--- config.mk ---
export PLATFORM = sky130hd
export DESIGN_NAME = fifo_rd_drain
export DESIGN_NICKNAME = d
export VERILOG_FILES = /design/src/rtl/fifo_rd_drain.sv
export SDC_FILE = /design/constraint.sdc
export NUM_CORES = 1
export LEC_CHECK = 0
export CAP_MARGIN = 20
export CORE_MARGIN = 3
export CORE_UTILIZATION = 50
export DETAILED_ROUTE_END_ITERATION = 6
export HOLD_SLACK_MARGIN = 0.06
export PLACE_DENSITY_LB_ADDON = 0.08
export SLEW_MARGIN = 15
export SYNTH_ARGS = -nofsm -noshare
export SYNTH_HDL_FRONTEND = slang
export SYNTH_SLANG_ARGS = --single-unit
--- constraint.sdc ---
create_clock -name rdClk -period 3.9 [get_ports rdClk]
set_input_delay 0.78 -clock rdClk [delete_from_list [all_inputs] [get_ports rdClk]]
set_output_delay 0.78 -clock rdClk [all_outputs]
set_load 0.01 [all_outputs]
--- src/rtl/fifo_rd_drain.sv ---
// fifo_rd_drain: read-side FIFO drain with a 2-entry skid buffer; define FIFO_RD_WORDCNT_EN to add the wordCount port.
`ifndef WIDTH
`define WIDTH 8
`endif
module fifo_rd_drain #(
  parameter int DATA_W = `WIDTH
) (
  input  logic              rdClk,
  input  logic              reset,
  input  logic              empty,
  input  logic              underflow,
  input  logic [DATA_W-1:0] rdata,
  output logic              rdEn,
  output logic              outValid,
  output logic [DATA_W-1:0] outData,
  input  logic              outReady,
  input  logic              clrErr,
  output logic              errUnderflow
`ifdef FIFO_RD_WORDCNT_EN
  ,
  output logic [15:0]       wordCount
`endif
);
  typedef enum logic [1:0] {EMPTY = 2'd0, ONE = 2'd1, FULL = 2'd2} state_t;
  state_t state_q, state_d;
  logic pending_q, pending_d, err_q, err_d, pop, cap;
  logic [DATA_W-1:0] buf0_q, buf0_d, buf1_q, buf1_d;
  logic [2:0] occ;
  assign outValid     = state_q != EMPTY;
  assign outData      = buf0_q;
  assign errUnderflow = err_q;
  assign pop          = outValid && outReady;
  assign cap          = pending_q && !underflow;
  assign occ          = {1'b0, state_q} + {2'b0, pending_q} - {2'b0, pop};
  assign rdEn         = reset && !empty && occ <= 3'd1;
  // skid occupancy FSM, entry writes, in-flight tracking and sticky fault flag
  always_comb begin
    state_d   = state_q;
    buf0_d    = buf0_q;
    buf1_d    = buf1_q;
    pending_d = rdEn;
    err_d     = underflow || (err_q && !clrErr);
    case (state_q)
      EMPTY: if (cap) begin
        state_d = ONE;
        buf0_d  = rdata;
      end
      ONE: if (cap && pop) buf0_d = rdata;
      else if (cap) begin
        state_d = FULL;
        buf1_d  = rdata;
      end else if (pop) state_d = EMPTY;
      FULL: if (pop) begin
        state_d = ONE;
        buf0_d  = buf1_q;
      end
      default: state_d = EMPTY;
    endcase
  end
  // state registers; reset drops any in-flight read
  always_ff @(posedge rdClk or negedge reset) begin
    if (!reset) begin
      state_q   <= EMPTY;
      pending_q <= 1'b0;
      err_q     <= 1'b0;
      buf0_q    <= '0;
      buf1_q    <= '0;
    end else begin
      state_q   <= state_d;
      pending_q <= pending_d;
      err_q     <= err_d;
      buf0_q    <= buf0_d;
      buf1_q    <= buf1_d;
    end
  end
`ifdef FIFO_RD_WORDCNT_EN
  logic [15:0] wc_q, wc_d;
  assign wordCount = wc_q;
  // wrapping count of output handshakes
  always_comb wc_d = wc_q + {15'd0, pop};
  // handshake counter register
  always_ff @(posedge rdClk or negedge reset) begin
    if (!reset) wc_q <= '0;
    else wc_q <= wc_d;
  end
`endif
endmodule

==> results.yml <==
global_route:
  grt_pass1_vias: 671
  gr-total-overflow: 0
  grt_max_degree: 21
  antenna_found_initial: 0
  grt_pass1_wl_um: 3125
  grt_usage: 0.1730
floorplanning:
  die_x_um: 49.81
  initial_core_util: 0.5440
  floorplan.die_area_um2: 2481
  dieHeight_um: 49.81
  ioPinCount: 25
  rows: 15
  core-area_um2: 1764
logic_synthesis:
  synth_cell_types: 21
  seq_area_frac_synth: 0.5215
  synth_fp_nets: 85
  syn_area_um2: 959.7
  yosysWarnings: 0
  syn_inst: 69
  syn_area_per_cell_um2: 13.91
  synth_seq_cells: 20
setup_path:
  crit_arrival_ps: 2580
  cp_num_buf_inv: 3
  reg2reg_from: "state_q[1]"
  regToRegSetupSlack_ps: 1800
  cp.required_ps: 3120
  start_kind: "primary input"
  r2r-end: "pending_q"
  path_cells: "clkdlybuf4s50_1 > nand2_1 > xnor2_1 > ha_1 > inv_1 > fa_1 > xor2_1 > nor3_2 > dlymetal6s2s_1"
  endpoint: "rdEn"
  cpLargestDelayFamily: "buffers and inverters"
  crit_fanout: 2
  worstSetupStartpoint: "outReady"
  slowest_delay_ps: 470
  cp.depth: 9
  endpoint_kind: "primary output"
  cpMaxStageDelayCell: "clkdlybuf4s50_1"
  path_class: "in2out"
  r2r_cells: 8
final_layout:
  nNetsFinal: 115
  area_growth_syn_to_layout_pct: 35.72
  instances_no_fill: 123
  final_util: 0.7383
  final_layout_size_suffix_gt1_frac: 0.3571
  n_fill_cell: 140
  antenna_cells: 0
sta:
  max_freq_ghz: 0.2975
  hold_violations: 0
  final.setup_skew_ps: 5.427
  worstMarginPinSlew_ps: 801.0
  min_period_over_period: 0.8620
  rsz0062_at_grt: "false"
  maxSlewHeadroom: 0.4649
  fin_setup_tns_ps: 0
  setup_viol: 0
  period_needed_ps: 3362
  maxSlewViolCount: 0
cts:
  clockRootBuffer: "clkbuf_4"
  hold_buffers: 0
  clkLatencyLatePin_ps: 310
  cts_buffers: 3
  clk_pin_slew_worst_paths_ps: 110
  htree_levels: 1
  cts_tree: "yes"
  clock_path_buffers: 2
  cts_setup_buffers: 0
  cts_sinks: 20
route:
  postRouteAntennaNets: 0
  first_iter_violations: 2
  vias_per_cell: 5.154
  via_count: 634
  wirelength_um: 1879
  firstDrtPassIters: 4
  wl_met2_um: 976
  wl_per_cell_um: 15.28
  route.met3.wl_um: 68
  post-route-drc-count: 0
  route.top_layer_used: "met4"
  met1_length_um: 802
place:
  placedCellCount: 119
  port_buffers: 24
  dpl.hpwl_um: 1407
  gp_congestion: 0.8002
power_and_ir_drop:
  power.density_nw_per_um2: 556.2
  power_mw: 0.7245
  irDropWorstVdd_v: 0.0003299
  leakage_nw: 0.5784
outcome:
  status: "complete, no violations"
job:
  drv_cap: 0
min_path:
  hold_path_class: "reg2reg"
kinds of logic after synthesis:
family | count (synthesis) | share of synthesized area
adder cells (fa/ha/maj) | 2 | 0.03390
flip-flops | 20 | 0.5215
AND/OR/NAND/NOR | 11 | 0.06911
AO/OA/AOI/OAI | 4 | 0.04693
buffers and inverters | 5 | 0.01955
multiplexers | 24 | 0.2816
XOR/XNOR | 3 | 0.02738
cell usage in the layout (no fill, tap or decap):
master / synthesis / routed
o21ai_0: 1 / 1
nand2_1: 2 / 2
clkdlybuf4s50_1: 0 / 23
inv_1: 3 / 3
dlymetal6s2s_1: 0 / 1
buf_4: 0 / 2
dfrtp_1: 20 / 20
fa_1: 1 / 1
a21o_1: 1 / 1
nand4bb_1: 1 / 1
xor2_1: 1 / 1
clkbuf_4: 0 / 3
a21oi_1: 1 / 1
inv_2: 1 / 1
bufinv_16: 0 / 1
or2_2: 1 / 1
xnor2_1: 2 / 2
nor2b_1: 3 / 3
nor2_1: 1 / 1
nor3_2: 0 / 1
mux2_2: 24 / 24
nand3b_1: 1 / 1
ha_1: 1 / 1
o41ai_4: 1 / 1
nor2_2: 1 / 1
area by class of cell:
type                    count  area [µm²]  share of cell area
inverters                   4       15.01             0.01153
well taps                  25       31.28             0.02402
clock buffers               3       22.52             0.01729
clock inverters             1       30.03             0.02305
flip-flops and latches     20       500.5              0.3842
repair buffers             26       257.7              0.1979
multi-input cells          44       445.4              0.3420
where the power goes:
| group | internal, mW | total, mW | switching, mW |
|---|---|---|---|
| registers | 0.278 | 0.318 | 0.0406 |
| clock network | 0.104 | 0.172 | 0.0682 |
| logic | 0.154 | 0.234 | 0.0804 |
through the flow:
step                instance area [µm²]  hold WS [ps]  worst slack [ps]
finish                             1303         496.9             538.2
floorplan                         959.7         475.0              1057
CTS                                1295         504.6             65.33
detailed placement                 1242         478.0             69.81
global placement                   1242         459.8             142.9
global route                       1303         533.3             347.9
synthesized netlist by cell type:
master	n	area (µm²)
mux2_2	24	270.3
dfrtp_1	20	500.5
inv_1	3	11.26
nor2b_1	3	18.77
nand2_1	2	7.510
xnor2_1	2	17.52
a21o_1	1	7.510
a21oi_1	1	5.000
clkbuf_1	1	3.750
fa_1	1	20.02
ha_1	1	12.51
inv_2	1	3.750
nand3b_1	1	7.510
nand4bb_1	1	11.26
nor2_1	1	3.750
nor2_2	1	6.260
nor3_1	1	5.000
o21ai_0	1	5.000
o41ai_4	1	27.53
or2_2	1	6.260
xor2_1	1	8.760
worst min-delay path by stage:
| stage | from | endpoint | slack (ps) | cells after the start |
|---|---|---|---|---|
| 2_1_floorplan | buf1_q[0] | buf1_q[0] | 470 | 1 |
| 3_3_place_gp | errUnderflow | errUnderflow | 460 | 1 |
| 3_5_place_dp | errUnderflow | errUnderflow | 480 | 1 |
| 4_1_cts | errUnderflow | errUnderflow | 500 | 1 |
| 5_1_grt | buf1_q[6] | buf1_q[6] | 530 | 1 |
| 6_report | errUnderflow | errUnderflow | 500 | 1 |
registers in the layout (all words and copies together), names as in the netlist:
name / flops
buf1_q: 8
outData: 8
state_q: 2
errUnderflow: 1
pending_q: 1
per-layer routing:
layer  vias to the layer above  GRT usage
li1                        297          -
met5                         -          0
met4                         0    0.09677
met2                        15     0.3040
met1                       318     0.1980
met3                         4    0.02719
what timing repair did:
action	in CTS	in global routing
endpoints found under the setup margin	0	1
endpoints found under the hold margin	0	0
gates resized for setup	0	2
Note: power is estimated with default switching activity, not from simulation.
